**src/rtl/tilelink_ul_pkg.sv**
```systemverilog
// Shared TL-UL definitions: opcode encodings, initiator state type and
// default channel widths used by both the initiator and the slave.
package tilelink_ul_pkg;

  localparam int TL_ADDR_WIDTH_DEF   = 64;
  localparam int TL_DATA_WIDTH_DEF   = 64;
  localparam int TL_STRB_WIDTH_DEF   = TL_DATA_WIDTH_DEF / 8;
  localparam int TL_SOURCE_WIDTH_DEF = 3;
  localparam int TL_SINK_WIDTH_DEF   = 3;
  localparam int TL_OPCODE_WIDTH_DEF = 3;
  localparam int TL_PARAM_WIDTH_DEF  = 3;
  localparam int TL_SIZE_WIDTH_DEF   = 8;

  // A channel opcodes
  localparam logic [2:0] PUT_FULL    = 3'd0;
  localparam logic [2:0] PUT_PARTIAL = 3'd1;
  localparam logic [2:0] GET         = 3'd4;

  // D channel opcodes
  localparam logic [2:0] ACCESS_ACK      = 3'd0;
  localparam logic [2:0] ACCESS_ACK_DATA = 3'd1;

  typedef enum logic [1:0] {
    IDLE   = 2'd0,
    A_SEND = 2'd1,
    D_WAIT = 2'd2,
    RSP    = 2'd3
  } tl_state_e;

  // Writes with every byte enabled are full puts; anything else is partial.
  function automatic logic [2:0] a_opcode_for(input logic write, input logic full_mask);
    if (!write) begin
      return GET;
    end
    return full_mask ? PUT_FULL : PUT_PARTIAL;
  endfunction

endpackage

```
**src/rtl/tilelink_ul_master.sv**
```systemverilog
// Single-outstanding TL-UL initiator: takes one command, issues it on the
// A channel, waits for the matching D beat (or a timeout) and presents the
// result on the response port. Non-matching D beats are dropped and flagged.
module tilelink_ul_master
  import tilelink_ul_pkg::*;
#(
  parameter int TL_ADDR_WIDTH   = TL_ADDR_WIDTH_DEF,
  parameter int TL_DATA_WIDTH   = TL_DATA_WIDTH_DEF,
  parameter int TL_STRB_WIDTH   = TL_DATA_WIDTH / 8,
  parameter int TL_SOURCE_WIDTH = TL_SOURCE_WIDTH_DEF,
  parameter int TL_SINK_WIDTH   = TL_SINK_WIDTH_DEF,
  parameter int TL_OPCODE_WIDTH = TL_OPCODE_WIDTH_DEF,
  parameter int TL_PARAM_WIDTH  = TL_PARAM_WIDTH_DEF,
  parameter int TL_SIZE_WIDTH   = TL_SIZE_WIDTH_DEF,
  parameter int TIMEOUT_CYCLES  = 256
) (
  input  logic                       clk,
  input  logic                       rst,
  // command port
  input  logic                       cmd_valid,
  output logic                       cmd_ready,
  input  logic                       cmd_write,
  input  logic [TL_ADDR_WIDTH-1:0]   cmd_addr,
  input  logic [TL_SIZE_WIDTH-1:0]   cmd_size,
  input  logic [TL_STRB_WIDTH-1:0]   cmd_mask,
  input  logic [TL_DATA_WIDTH-1:0]   cmd_data,
  // response port
  output logic                       rsp_valid,
  input  logic                       rsp_ready,
  output logic [TL_DATA_WIDTH-1:0]   rsp_data,
  output logic                       rsp_error,
  output logic                       rsp_timeout,
  // A channel
  output logic                       a_valid,
  input  logic                       a_ready,
  output logic [TL_OPCODE_WIDTH-1:0] a_opcode,
  output logic [TL_PARAM_WIDTH-1:0]  a_param,
  output logic [TL_ADDR_WIDTH-1:0]   a_address,
  output logic [TL_SIZE_WIDTH-1:0]   a_size,
  output logic [TL_STRB_WIDTH-1:0]   a_mask,
  output logic [TL_DATA_WIDTH-1:0]   a_data,
  output logic [TL_SOURCE_WIDTH-1:0] a_source,
  // D channel
  input  logic                       d_valid,
  output logic                       d_ready,
  input  logic [TL_OPCODE_WIDTH-1:0] d_opcode,
  input  logic [TL_PARAM_WIDTH-1:0]  d_param,
  input  logic [TL_SIZE_WIDTH-1:0]   d_size,
  input  logic [TL_SINK_WIDTH-1:0]   d_sink,
  input  logic [TL_SOURCE_WIDTH-1:0] d_source,
  input  logic [TL_DATA_WIDTH-1:0]   d_data,
  input  logic                       d_error,
  // status
  output logic                       stray_rsp
);

  localparam int TIMER_WIDTH  = $clog2(TIMEOUT_CYCLES) + 1;
  localparam int TIMEOUT_LAST = TIMEOUT_CYCLES - 1;

  tl_state_e state_reg, state_next;

  logic [TL_OPCODE_WIDTH-1:0] a_opcode_reg;
  logic [TL_ADDR_WIDTH-1:0]   a_address_reg;
  logic [TL_SIZE_WIDTH-1:0]   a_size_reg;
  logic [TL_STRB_WIDTH-1:0]   a_mask_reg;
  logic [TL_DATA_WIDTH-1:0]   a_data_reg;
  logic [TL_SOURCE_WIDTH-1:0] source_reg;
  logic [TIMER_WIDTH-1:0]     timer_reg;
  logic [TL_DATA_WIDTH-1:0]   rsp_data_reg;
  logic                       rsp_error_reg;
  logic                       rsp_timeout_reg;
  logic                       stray_reg;

  logic d_match;
  logic d_stray;
  logic timeout_hit;
  logic unused_inputs;

  // Sideband D fields carry nothing this initiator needs.
  assign unused_inputs = ^{d_param, d_size, d_sink};

  assign d_match = d_valid && (d_source == source_reg);
  assign d_stray = d_valid && !d_match;
  // The timer counts D_WAIT cycles without a response; the transaction is
  // abandoned in the cycle whose increment would bring it to TIMEOUT_CYCLES-1.
  assign timeout_hit = (int'(timer_reg) + 1) >= TIMEOUT_LAST;

  assign a_opcode    = a_opcode_reg;
  assign a_param     = '0;
  assign a_address   = a_address_reg;
  assign a_size      = a_size_reg;
  assign a_mask      = a_mask_reg;
  assign a_data      = a_data_reg;
  assign a_source    = source_reg;
  assign rsp_data    = rsp_data_reg;
  assign rsp_error   = rsp_error_reg;
  assign rsp_timeout = rsp_timeout_reg;
  assign stray_rsp   = stray_reg;

  // State register.
  always_ff @(posedge clk) begin
    if (rst) begin
      state_reg <= IDLE;
    end else begin
      state_reg <= state_next;
    end
  end

  // Next-state selection and handshake outputs decoded from the state.
  always_comb begin
    state_next = state_reg;
    cmd_ready  = 1'b0;
    a_valid    = 1'b0;
    d_ready    = 1'b0;
    rsp_valid  = 1'b0;
    case (state_reg)
      IDLE: begin
        cmd_ready = 1'b1;
        if (cmd_valid) state_next = A_SEND;
      end
      A_SEND: begin
        a_valid = 1'b1;
        if (a_ready) state_next = D_WAIT;
      end
      D_WAIT: begin
        d_ready = 1'b1;
        if (d_match || timeout_hit) state_next = RSP;
      end
      RSP: begin
        rsp_valid = 1'b1;
        if (rsp_ready) state_next = IDLE;
      end
      default: state_next = IDLE;
    endcase
  end

  // Command latch, source/timeout counters, response capture and stray flag.
  always_ff @(posedge clk) begin
    if (rst) begin
      a_opcode_reg    <= '0;
      a_address_reg   <= '0;
      a_size_reg      <= '0;
      a_mask_reg      <= '0;
      a_data_reg      <= '0;
      source_reg      <= '0;
      timer_reg       <= '0;
      rsp_data_reg    <= '0;
      rsp_error_reg   <= 1'b0;
      rsp_timeout_reg <= 1'b0;
      stray_reg       <= 1'b0;
    end else begin
      case (state_reg)
        IDLE: begin
          if (cmd_valid) begin
            a_opcode_reg  <= TL_OPCODE_WIDTH'(a_opcode_for(cmd_write, &cmd_mask));
            a_address_reg <= cmd_addr;
            a_size_reg    <= cmd_size;
            a_mask_reg    <= cmd_mask;
            a_data_reg    <= cmd_write ? cmd_data : '0;
          end
        end
        A_SEND: begin
          if (a_ready) timer_reg <= '0;
        end
        D_WAIT: begin
          if (d_match) begin
            rsp_data_reg    <= (d_opcode == TL_OPCODE_WIDTH'(ACCESS_ACK_DATA)) ? d_data : '0;
            rsp_error_reg   <= d_error;
            rsp_timeout_reg <= 1'b0;
          end else begin
            if (d_stray) stray_reg <= 1'b1;
            if (timeout_hit) begin
              rsp_data_reg    <= '0;
              rsp_error_reg   <= 1'b1;
              rsp_timeout_reg <= 1'b1;
            end else begin
              timer_reg <= timer_reg + TIMER_WIDTH'(1);
            end
          end
        end
        RSP: begin
          if (rsp_ready) source_reg <= source_reg + TL_SOURCE_WIDTH'(1);
        end
        default: ;
      endcase
    end
  end

endmodule
```
**config.mk**
```make
export PLATFORM = sky130hd
export DESIGN_NAME = tilelink_ul_master
export DESIGN_NICKNAME = d
export VERILOG_FILES = /design/src/rtl/tilelink_ul_pkg.sv /design/src/rtl/tilelink_ul_master.sv
export SDC_FILE = /design/constraint.sdc
export NUM_CORES = 1
export LEC_CHECK = 0
export ABC_AREA = 1
export BUFFER_PORTS_ARGS = -buffer_cell sky130_fd_sc_hd__buf_2
export CAP_MARGIN = 5
export CORE_AREA = 2 2 176 178
export CTS_BUF_LIST = sky130_fd_sc_hd__clkbuf_8
export DETAILED_ROUTE_END_ITERATION = 8
export DIE_AREA = 0 0 178 180
export MAX_ROUTING_LAYER = met4
export PLACE_DENSITY_LB_ADDON = 0.05
export SKIP_CTS_REPAIR_TIMING = 1
export SYNTH_ARGS = -nofsm -noshare
export SYNTH_HDL_FRONTEND = slang
export SYNTH_SLANG_ARGS = --single-unit
export TNS_END_PERCENT = 10
```
**constraint.sdc**
```tcl
create_clock -name clk -period 2.5 [get_ports clk]
set_input_delay 0.75 -clock clk [delete_from_list [all_inputs] [get_ports clk]]
set_output_delay 0.75 -clock clk [all_outputs]
set_load 0.1 [all_outputs]
```
Word level (Yosys, flattened, before mapping)
Index checks and enable logic that the tools add are counted.
{"block": "classes", "n_addsub": 3, "magnitude_cmp": 1, "eq_ne": 11, "muxes": 27, "bitwise_logic": 1, "n_reduce_logical": 14}
{"operator": "$mux W64", "n": 4}
{"operator": "$mux W9", "n": 3}
{"operator": "$pmux W9 S2", "n": 1}
{"operator": "$mux W1", "n": 12}
{"operator": "$ne A2 B2 Y1 const B", "n": 6}
{"operator": "$add A9 B1 Y10 const B", "n": 1}
{"operator": "$ge A10 B8 Y1 const B", "n": 1}
{"operator": "$add A9 B1 Y9 const B", "n": 1}
{"operator": "$mux W2", "n": 4}
{"operator": "$pmux W2 S4", "n": 1}
{"operator": "$reduce_and A4 Y1", "n": 2}
{"operator": "$reduce_and A8 Y1", "n": 1}
{"operator": "$mux W3", "n": 2}
{"operator": "$reduce_and A2 Y1", "n": 3}
{"operator": "$eq A2 B2 Y1 const B", "n": 2}
{"operator": "$reduce_bool A2 Y1", "n": 2}
{"operator": "$add A3 B1 Y3 const B", "n": 1}
{"operator": "$eq A3 B1 Y1 const B", "n": 1}
{"operator": "$eq A3 B3 Y1", "n": 1}
{"operator": "$reduce_and A3 Y1", "n": 1}
{"operator": "$eq A2 B1 Y1 const B", "n": 1}
{"operator": "$logic_and A1 B1 Y1", "n": 2}
{"operator": "$logic_not A2 Y1", "n": 1}
{"operator": "$logic_not A1 Y1", "n": 1}
{"operator": "other kinds (2)", "n": 2}
{"block": "totals", "regBits": 228, "in_bits": 236, "out_inout_bits": 224, "elab_cells": 69}

Depth between registers and ports, before layout
Gate-level depths: netlist of the first run.
{"block": "logic_depth", "ltp_word": 5, "depth_mapped": 14, "depth_no_buf": 13}

Least setup slack after synthesis of the first run
No wires, ideal clock.
{"block": "synth_timing", "path_type": "register -> register", "start": "reg state_reg[0]", "end": "reg a_data_reg[20] (netlist: a_data[20])", "setup_time_ps": 70, "t_arrival_ps": 2315, "required_time_ps": 2430, "path_slack_ps": 114, "path_stages_with_launch": 9, "n_path_buf": 2, "synth_period_minus_slack_ps": 2386, "path_cell_list": "dfxtp_1 -> inv_1 -> ha_1 -> nand2_1 -> nor2_1 -> clkbuf_1 -> buf_1 -> nand2_1 -> a21oi_1"}
{"block": "synth_via", "elab_chain_len": 2}
{"item": "start, declared", "line_no": "tilelink_ul_master.sv:60", "source": "tl_state_e state_reg, state_next;"}
{"item": "start signal, assigned", "line_no": "tilelink_ul_master.sv:105", "source": "state_reg <= state_next;"}
{"item": "$logic_not A2 Y1", "line_no": "tilelink_ul_master.sv:152", "source": "case (state_reg)"}
{"item": "$reduce_and A2 Y1 (no line)"}
{"item": "end signal, assigned", "line_no": "tilelink_ul_master.sv:159", "source": "a_data_reg <= cmd_write ? cmd_data : '0;"}
{"item": "end, declared", "line_no": "tilelink_ul_master.sv:66", "source": "logic [TL_DATA_WIDTH-1:0] a_data_reg;"}
Every way passes these cells.
A chain may end at the register's enable or synchronous reset.

Worst setup path after layout of the first run
{"block": "layout_timing", "start": "reg state_reg[0]", "end": "out cmd_ready"}
{"block": "layout_via", "elab_chain_len": 2}
{"item": "$logic_not A2 Y1", "line_no": "tilelink_ul_master.sv:116", "source": "case (state_reg)"}
{"item": "$mux W1", "line_no": "tilelink_ul_master.sv:116"}
{"item": "end, declared", "line_no": "tilelink_ul_master.sv:21", "source": "output logic cmd_ready,"}
Every way passes these cells.

==> results of run 1 <==
## kinds of logic (layout without fill, tap and decap cells)
| group | after synthesis | count (layout) |
|---|---|---|
| AOI/OAI and AO/OA | 231 | 231 |
| xor gates and xnor gates | 4 | 4 |
| adders and majority gates | 7 | 7 |
| buffers and inverters | 101 | 555 |
| DFF | 227 | 227 |
| other | 1 | 13 |
| and+or+nand+nor | 522 | 522 |
## final cells by class
class	count	area share, %
multi-input combinational	768	29.34
inverter	25	0.7831
timing repair buffer	456	20.36
clock buffer	50	5.743
clock inverter	24	1.524
tap	396	4.135
antenna	9	0.1880
sequential	227	37.92
## Yosys cell counts
| cell type | number | area, sq um |
|---|---|---|
| buf_6 | 8 | 90.09 |
| xor2_1 | 1 | 8.760 |
| dfxtp_1 | 227 | 4544 |
| a21oi_1 | 121 | 605.6 |
| o21ai_2 | 1 | 8.760 |
| a221oi_1 | 1 | 8.760 |
| buf_4 | 4 | 30.03 |
| nand2_1 | 276 | 1036 |
| a21oi_2 | 21 | 183.9 |
| buf_2 | 2 | 10.01 |
| inv_2 | 2 | 7.510 |
| nor2_4 | 1 | 11.26 |
| nor3_2 | 1 | 10.01 |
| o21ai_0 | 84 | 420.4 |
| or2_2 | 1 | 6.260 |
| nand3b_1 | 1 | 7.510 |
| buf_12 | 2 | 40.04 |
| clkbuf_1 | 52 | 195.2 |
| a31oi_1 | 1 | 6.260 |
| buf_1 | 4 | 15.01 |
| buf_8 | 4 | 60.06 |
| nand4_1 | 6 | 37.54 |
| conb_1 | 1 | 3.750 |
| nor2_1 | 184 | 690.7 |
| xnor2_1 | 3 | 26.28 |
| ha_1 | 7 | 87.58 |
| nor3_1 | 1 | 5.000 |
| inv_1 | 23 | 86.33 |
| o21bai_1 | 2 | 15.01 |
| nand3_1 | 18 | 90.09 |
| or3b_2 | 1 | 8.760 |
| nand2_2 | 24 | 150.1 |
| nand3_2 | 3 | 30.03 |
| nor2_2 | 5 | 31.28 |
## power groups by stage
| stage | clock network (mW) | registers [mW] | logic [mW] |
|---|---|---|---|
| floorplan | 0 | 8.10 | 1.59 |
| global placement | 0 | 4.57 | 6.33 |
| detailed placement | 0 | 4.58 | 6.33 |
| CTS | 3.86 | 4.51 | 6.33 |
| global route | 4.02 | 4.59 | 6.64 |
| finish | 3.71 | 4.51 | 6.27 |
## path summary, 6_finish.rpt
path	from	end	slack (ps)	cells past startpoint
max	state_reg[0]	cmd_ready	170	3
min	cmd_data[32]	a_data[32]	450	3
max reg2reg	state_reg[0]	timer_reg[4]	420	8
min reg2reg	rsp_data[55]	rsp_data[55]	460	2
## layer usage
layer	wire [um]	GRT usage [%]
met4	1077	7.607
met2	14390	30.43
met5	0	-
met1	11950	20.65
met3	2567	6.409
## worst max-delay path, delay by kind of cell, from the launching register on
family     cells  cell delay [ps]
buf+inv        2              450
flops          1              340
fa+ha+maj      1              250
==> metrics.txt, run 1 <==
status=finished clean; Pre-antenna DRT Iters=5; switching share of power=49.04%; Mapped Area=8568 sq um; Avg Vias per Cell=4.341; RSZ-0062 raised after global routing=false; FILL cells=3263; htree depth=2; DR vias=8487; I/O Buffers=441; max incr delay on CP=370 ps; Pwr Total=14.50 mW; cell count after synthesis=1093; combinational share of power=43.3%; maxcap violations=0; Internal=7.387 mW; critical path required time=1750 ps; final hold vios=0; post-synthesis sequential area ratio=53.04%; Overflow after GRT=0; Slew Viols, Final=0; GP Congestion=0.7699; FF+latch count, synth=227; CP endpoint kind=output pin; Synth Warn #=0; fin crit share=93.38%; fin nets=1764; P_sw=7.110 mW; Starting Density=28.38%; commonest non-fill, non-tap cell in the layout=buf_2; post-route minimum period=2335 ps; initial antenna violation count=9; Lkg Pwr=5.585 nW; final hold slack=453.0 ps; CTS sink count=227; Min-Delay Path Class=input port to register; synthesis-to-layout area growth=39.85%; chip width=178 um; setup_tns=0 ps; total core area=30190 sq um; pin count of the biggest net entering global routing=134; Fmax=428.3 MHz; relative slew slack=30.10%; PwrDens=1210 nW/um^2; # setup viols final=0; Cell variety after synth=34; I/O pin count=460; die area=32040 sq um; All-Layer GR Usage=18.63%; Worst VDD drop=0.7154 mV; Post-Synth Adder-Cell Area=1.022%; Clk pwr share=25.6%; CTS Buffer Depth=3; Multi-input gate area=3516 sq um; 1st-iter DRT viols=429; total CTS buffers=43; layout cell share with drive strength beyond 1=37.23%; post-synthesis mux area share=0%; final instance area=11980 sq um; Post-Synth Simple-Gate Area=24.68%; vias in the first global route=8189; CP max stage cell=clkbuf_4; first-pass GRT wire length=45600 um; XOR/XNOR share of the synthesized area=0.4089%; Worst-Skew Late Latency=540 ps; clk root buf=clkbuf_8; Arr. time, crit path=1580 ps; syn_area_per_cell=7.839 sq um; DRC viols=0; flip-flop and latch area=4544 sq um; post-route ant nets=0; largest family of logic cells by synthesized area=simple AND/OR/NAND/NOR gates; clk slew on worst S/H paths=60 ps; Setup crit start kind=register; commonest non-fill, non-tap cells in the layout=buf_2 (438), nand2_1 (275), dfxtp_1 (227), nor2_1 (183), a21oi_1 (121); worst-path fanout max=4; row cnt=64; dpl cells=1872; Clock Skews=14.25 ps; Slew @ Worst Pin=1043 ps; WS Path Type=register to output pin; worst slack, placed=62.30 ps; Die H=180 um; placed wire-length estimate=20530 um; dpl cell area=11090 sq um; fin cells=1955; fin util=39.69%; Setup WS post-layout=165.5 ps; CTS tree=yes; CP Cell Sequence=inv_1 > ha_1 > clkbuf_4; complex-gate fraction of the synthesized area=14.57%; power share of the sequential group=31.1%; total wire length=29980 um; DR WL/cell=15.34 um
Power figures use the tool's default switching activity.
==> run 2, diff against run 1 <==
SETUP_SLACK_MARGIN = 0.15   (was unset)
clock period = 2.25 ns   (was 2.5 ns; I/O delays follow)
==> metrics.txt, run 2 (synthesized netlist as in run 1, its figures left out) <==
DR vias=8524 (was 8487); commonest non-fill, non-tap cells in the layout=buf_2 (434), nand2_1 (275), dfxtp_1 (223), nor2_1 (183), a21oi_1 (121) (was buf_2 (438), nand2_1 (275), dfxtp_1 (227), nor2_1 (183), a21oi_1 (121)); Slew Viols, Final=0 (unchanged); I/O Buffers=441 (unchanged); CP max stage cell=buf_2 (was clkbuf_4); DRC viols=0 (unchanged); vias in the first global route=8287 (was 8189); power share of the sequential group=31.4% (was 31.1%); fin nets=1770 (was 1764); combinational share of power=44.6% (was 43.3%); P_sw=7.933 mW (was 7.110 mW); chip width=178 um (unchanged); Clock Skews=8.039 ps (was 14.25 ps); Arr. time, crit path=1420 ps (was 1580 ps); Setup crit start kind=register (unchanged); post-route ant nets=0 (unchanged); DR WL/cell=15.54 um (was 15.34 um); total core area=30190 sq um (unchanged); relative slew slack=45.04% (was 30.10%); total wire length=30430 um (was 29980 um); status=finished clean (unchanged); Internal=8.126 mW (was 7.387 mW); I/O pin count=460 (unchanged); flop-to-flop setup slack=330 ps (was 420 ps); placed wire-length estimate=21130 um (was 20530 um); final hold slack=384.4 ps (was 453.0 ps); Avg Vias per Cell=4.353 (was 4.341); Slew @ Worst Pin=824.5 ps (was 1043 ps); Fmax=477.8 MHz; Clk pwr share=24.1% (was 25.6%); Min-Delay Path Class=input port to register (unchanged); synthesis-to-layout area growth=41.37% (was 39.85%); layout cell share with drive strength beyond 1=38.30% (was 37.23%); first-pass GRT wire length=46530 um (was 45600 um); CP Cell Sequence=buf_2 (was inv_1 > ha_1 > clkbuf_4); CTS sink count=227 (unchanged); Pre-antenna DRT Iters=4 (was 5); delay-heaviest family, CP=buffers and inverters (unchanged); max incr delay on CP=470 ps (was 370 ps); WS Path Type=register to output pin (unchanged); Overflow after GRT=0 (unchanged); final instance area=12110 sq um (was 11980 sq um); CTS tree=yes (unchanged); # setup viols final=0 (unchanged); total CTS buffers=43 (unchanged); row cnt=64 (unchanged); switching share of power=49.40% (was 49.04%); maxcap violations=0 (unchanged); GP Congestion=0.7611 (was 0.7699); final hold vios=0 (unchanged); PwrDens=1326 nW/um^2 (was 1210 nW/um^2); CTS Buffer Depth=3 (unchanged); 1st-iter DRT viols=346 (was 429); htree depth=2 (unchanged); post-route minimum period=2093 ps; pin count of the biggest net entering global routing=134 (unchanged); commonest non-fill, non-tap cell in the layout=buf_2 (unchanged); worst-path fanout max=4 (unchanged); Lkg Pwr=5.613 nW (was 5.585 nW); Worst VDD drop=0.4964 mV (was 0.7154 mV); initial antenna violation count=10 (was 9); RSZ-0062 raised after global routing=true (was false); CP endpoint kind=output pin (unchanged); critical path required time=1570 ps (was 1750 ps); die area=32040 sq um (unchanged); Worst-Skew Late Latency=530 ps (was 540 ps); clk root buf=clkbuf_8 (unchanged); fin crit share=93.03%; dpl cell area=11150 sq um (was 11090 sq um); Starting Density=28.38% (unchanged); FILL cells=3319 (was 3263); Die H=180 um (unchanged); All-Layer GR Usage=18.86% (was 18.63%); Buf/Inv on CP=1 (was 2); clk slew on worst S/H paths=60 ps (about the same)
run 2: worst paths after layout:
| path | cells past startpoint | to | start |
|---|---|---|---|
| worst min-delay path | 3 | a_data[40] | cmd_data[40] |
| worst max-delay path | 1 | a_source[1] | a_source[1] |
| worst min register to register | 2 | rsp_error | rsp_error |
| worst max register to register | 11 | rsp_data[43] | timer_reg[1] |
run 2: worst reg2reg max path, stage by stage, from the launching register on:
cell and delay, ps:
dfxtp_2 380, ha_2 230, nand3_1 130, o21bai_1 210, nand2_1 80, nor2_1 140, nand2_2 100, nand3_2 70
nand2_2 110, buf_12 200, nand2_1 90, a21oi_2 50
run 2: per-stage QoR:
| step | cells | setup WS [ps] | utilization (%) | setup TNS, ps | power [mW] |
|---|---|---|---|---|---|
| floorplan | 1096 | -91.73 | - | -5392 | 10.77 |
| global placement | 1877 | -92.93 | 36.94 | -727.7 | 12.15 |
| detailed placement | 1877 | -96.75 | 36.94 | -783.5 | 12.17 |
| CTS | 1946 | -151.9 | 39.63 | -375.4 | 16.14 |
| global route | 1957 | 87.77 | 40.12 | 0 | 16.94 |
| finish | 1958 | 156.9 | 40.12 | 0 | 16.06 |
run 2: final cells by class:
cell class / instances / area, sq um / share of cell area (%)
diodes: 11 / 27.53 / 0.2272
clock buffers: 54 / 743.2 / 6.136
clock inverters: 15 / 67.56 / 0.5578
inverters: 25 / 96.34 / 0.7954
multi-input cells: 768 / 3570 / 29.47
flip-flops and latches: 227 / 4552 / 37.58
well taps: 396 / 495.5 / 4.090
repair buffers: 462 / 2561 / 21.14
run 2: power groups by stage:
stage,combinational (mW),clock (mW),sequential [mW]
2_1_floorplan,1.77,0,9.00
3_3_place_gp,7.07,0,5.08
3_5_place_dp,7.06,0,5.11
4_1_cts,7.07,4.04,5.03
5_1_grt,7.58,4.23,5.13
6_report,7.16,3.86,5.04
run 2: layer usage:
layer	vias to the layer above	track usage (%)	routed length, um
met1	3762	21.27	12480
met5	-	-	0
met2	332	30.05	13860
met4	0	6.230	789
met3	53	7.847	3298
li1	4377	-	-
==> run 3, diff against run 2 <==
BUFFER_PORTS_ARGS = -buffer_cell sky130_fd_sc_hd__clkbuf_2   (was -buffer_cell sky130_fd_sc_hd__buf_2)
==> metrics.txt, run 3 (synthesized netlist as in run 1, its figures left out) <==
status=finished clean (unchanged); switching share of power=49.42% (was 49.40%); chip width=178 um (unchanged); WS Path Type=register to output pin (unchanged); RSZ-0062 raised after global routing=true (unchanged); Fmax=477.9 MHz (was 477.8 MHz); max incr delay on CP=490 ps (was 470 ps); Die H=180 um (unchanged); PwrDens=1328 nW/um^2 (was 1326 nW/um^2); Worst VDD drop=0.4774 mV (was 0.4964 mV); Min-Delay Path Class=input port to register (unchanged); total wire length=30610 um (was 30430 um); # setup viols final=0 (unchanged); DRC viols=0 (unchanged); delay-heaviest family, CP=buffers and inverters (unchanged); GP Congestion=0.7914 (was 0.7611); Clock Skews=13.60 ps (was 8.039 ps); CP endpoint kind=output pin (unchanged); maxcap violations=0 (unchanged); worst-path fanout max=4 (unchanged); clk root buf=clkbuf_8 (unchanged); row cnt=64 (unchanged); CP Cell Sequence=clkbuf_2 (was buf_2); Arr. time, crit path=1420 ps (about the same); die area=32040 sq um (unchanged); CTS tree=yes (unchanged); critical path required time=1570 ps (about the same); CTS Buffer Depth=3 (unchanged); 1st-iter DRT viols=321 (was 346); Starting Density=28.38% (unchanged); combinational share of power=44.5% (was 44.6%); All-Layer GR Usage=18.92% (was 18.86%); fin nets=1771 (was 1770); post-route minimum period=2092 ps (was 2093 ps); I/O Buffers=441 (unchanged); Clk pwr share=24.1% (about the same); htree depth=2 (unchanged); DR WL/cell=15.67 um (was 15.54 um); first-pass GRT wire length=46420 um (was 46530 um); Lkg Pwr=5.545 nW (was 5.613 nW); CP max stage cell=clkbuf_2 (was buf_2); relative slew slack=56.09% (was 45.04%); total CTS buffers=42 (was 43); final hold vios=0 (unchanged); P_sw=7.952 mW (was 7.933 mW); Overflow after GRT=0 (unchanged); total core area=30190 sq um (unchanged); Pwr Total=16.09 mW (was 16.06 mW); Internal=8.138 mW (was 8.126 mW); post-route ant nets=0 (unchanged); initial antenna violation count=1 (was 10); placed wire-length estimate=21540 um (was 21130 um); fin util=40.14% (was 40.12%); Worst-Skew Late Latency=530 ps (about the same); I/O pin count=460 (unchanged); DR vias=8493 (was 8524); Buf/Inv on CP=1 (unchanged); clk slew on worst S/H paths=60 ps (about the same); FILL cells=3278 (was 3319); layout cell share with drive strength beyond 1=38.24% (was 38.30%); CTS sink count=227 (unchanged); commonest non-fill, non-tap cell in the layout=clkbuf_2 (was buf_2); pin count of the biggest net entering global routing=95 (was 134); power share of the sequential group=31.4% (about the same); Setup crit start kind=register (unchanged); synthesis-to-layout area growth=41.41% (was 41.37%); Avg Vias per Cell=4.349 (was 4.353); vias in the first global route=8237 (was 8287); Pre-antenna DRT Iters=4 (unchanged); Slew Viols, Final=0 (unchanged); commonest non-fill, non-tap cells in the layout=clkbuf_2 (434), nand2_1 (275), dfxtp_1 (223), nor2_1 (183), a21oi_1 (121) (was buf_2 (434), nand2_1 (275), dfxtp_1 (223), nor2_1 (183), a21oi_1 (121)); Slew @ Worst Pin=656.5 ps (was 824.5 ps); fin crit share=93.00% (was 93.03%)
## run 3: changes by cell type in the layout (fill, tap and decap cells not counted), moves of 2 or more
| cell | previous run | this run |
|---|---|---|
| diode_2 | 11 | 1 |
| buf_12 | 14 | 12 |
| clkbuf_2 | 0 | 434 |
| inv_1 | 31 | 35 |
| buf_2 | 434 | 0 |
| buf_4 | 11 | 14 |
## run 3: worst min-delay path, delay by kind of cell
kind / cells / cell delay [ps]
buf+inv: 1 / 80
compound gates: 1 / 50
simple gates: 1 / 50
## run 3: path summary, 6_finish.rpt
path / slack, ps / from / cells past startpoint / end
worst max-delay path: 160 / a_source[2] / 1 / a_source[2]
worst min register to register: 450 / rsp_error / 2 / rsp_error
worst max register to register: 340 / a_source[0] / 9 / rsp_data[51]
worst min-delay path: 360 / cmd_data[54] / 3 / a_data[54]
## run 3: through the flow
stage | cells | setup slack [ps] | setup TNS (ps) | hold WS [ps] | area (sq um)
finish | 1953 | 157.6 | 0 | 364.4 | 12120
global route | 1953 | 90.49 | 0 | 337.0 | 12120
CTS | 1948 | -130.0 | -272.9 | 317.6 | 11950
detailed placement | 1876 | -114.0 | -844.7 | 443.9 | 11120
global placement | 1876 | -86.85 | -654.6 | 440.5 | 11120
floorplan | 1096 | -91.73 | -5392 | 443.8 | 8582
## run 3: final cells by class
type	instances	area, sq um	share of cell area [%]
timing repair buffer	464	2572	21.23
clock inverter	17	66.31	0.5473
multi-input combinational	768	3575	29.50
clock buffer	55	757.0	6.247
tap	396	495.5	4.089
antenna	1	2.502	0.02065
sequential	227	4552	37.57
inverter	25	96.34	0.7951
## run 3: per-layer routing
layer | GRT usage, % | routed length (um)
met1 | 21.67 | 12640
met2 | 30.11 | 13920
met3 | 7.445 | 3213
met4 | 6.164 | 824
met5 | - | 0
## run 3: power groups by stage
stage                     clock [mW]  combinational, mW  sequential, mW
after global routing            4.27               7.59            5.14
after CTS                       4.06               7.04            5.04
after global placement             0               7.04            5.10
after detailed placement           0               7.03            5.12
after floorplan                    0               1.77            9.00
final                           3.88               7.16            5.05
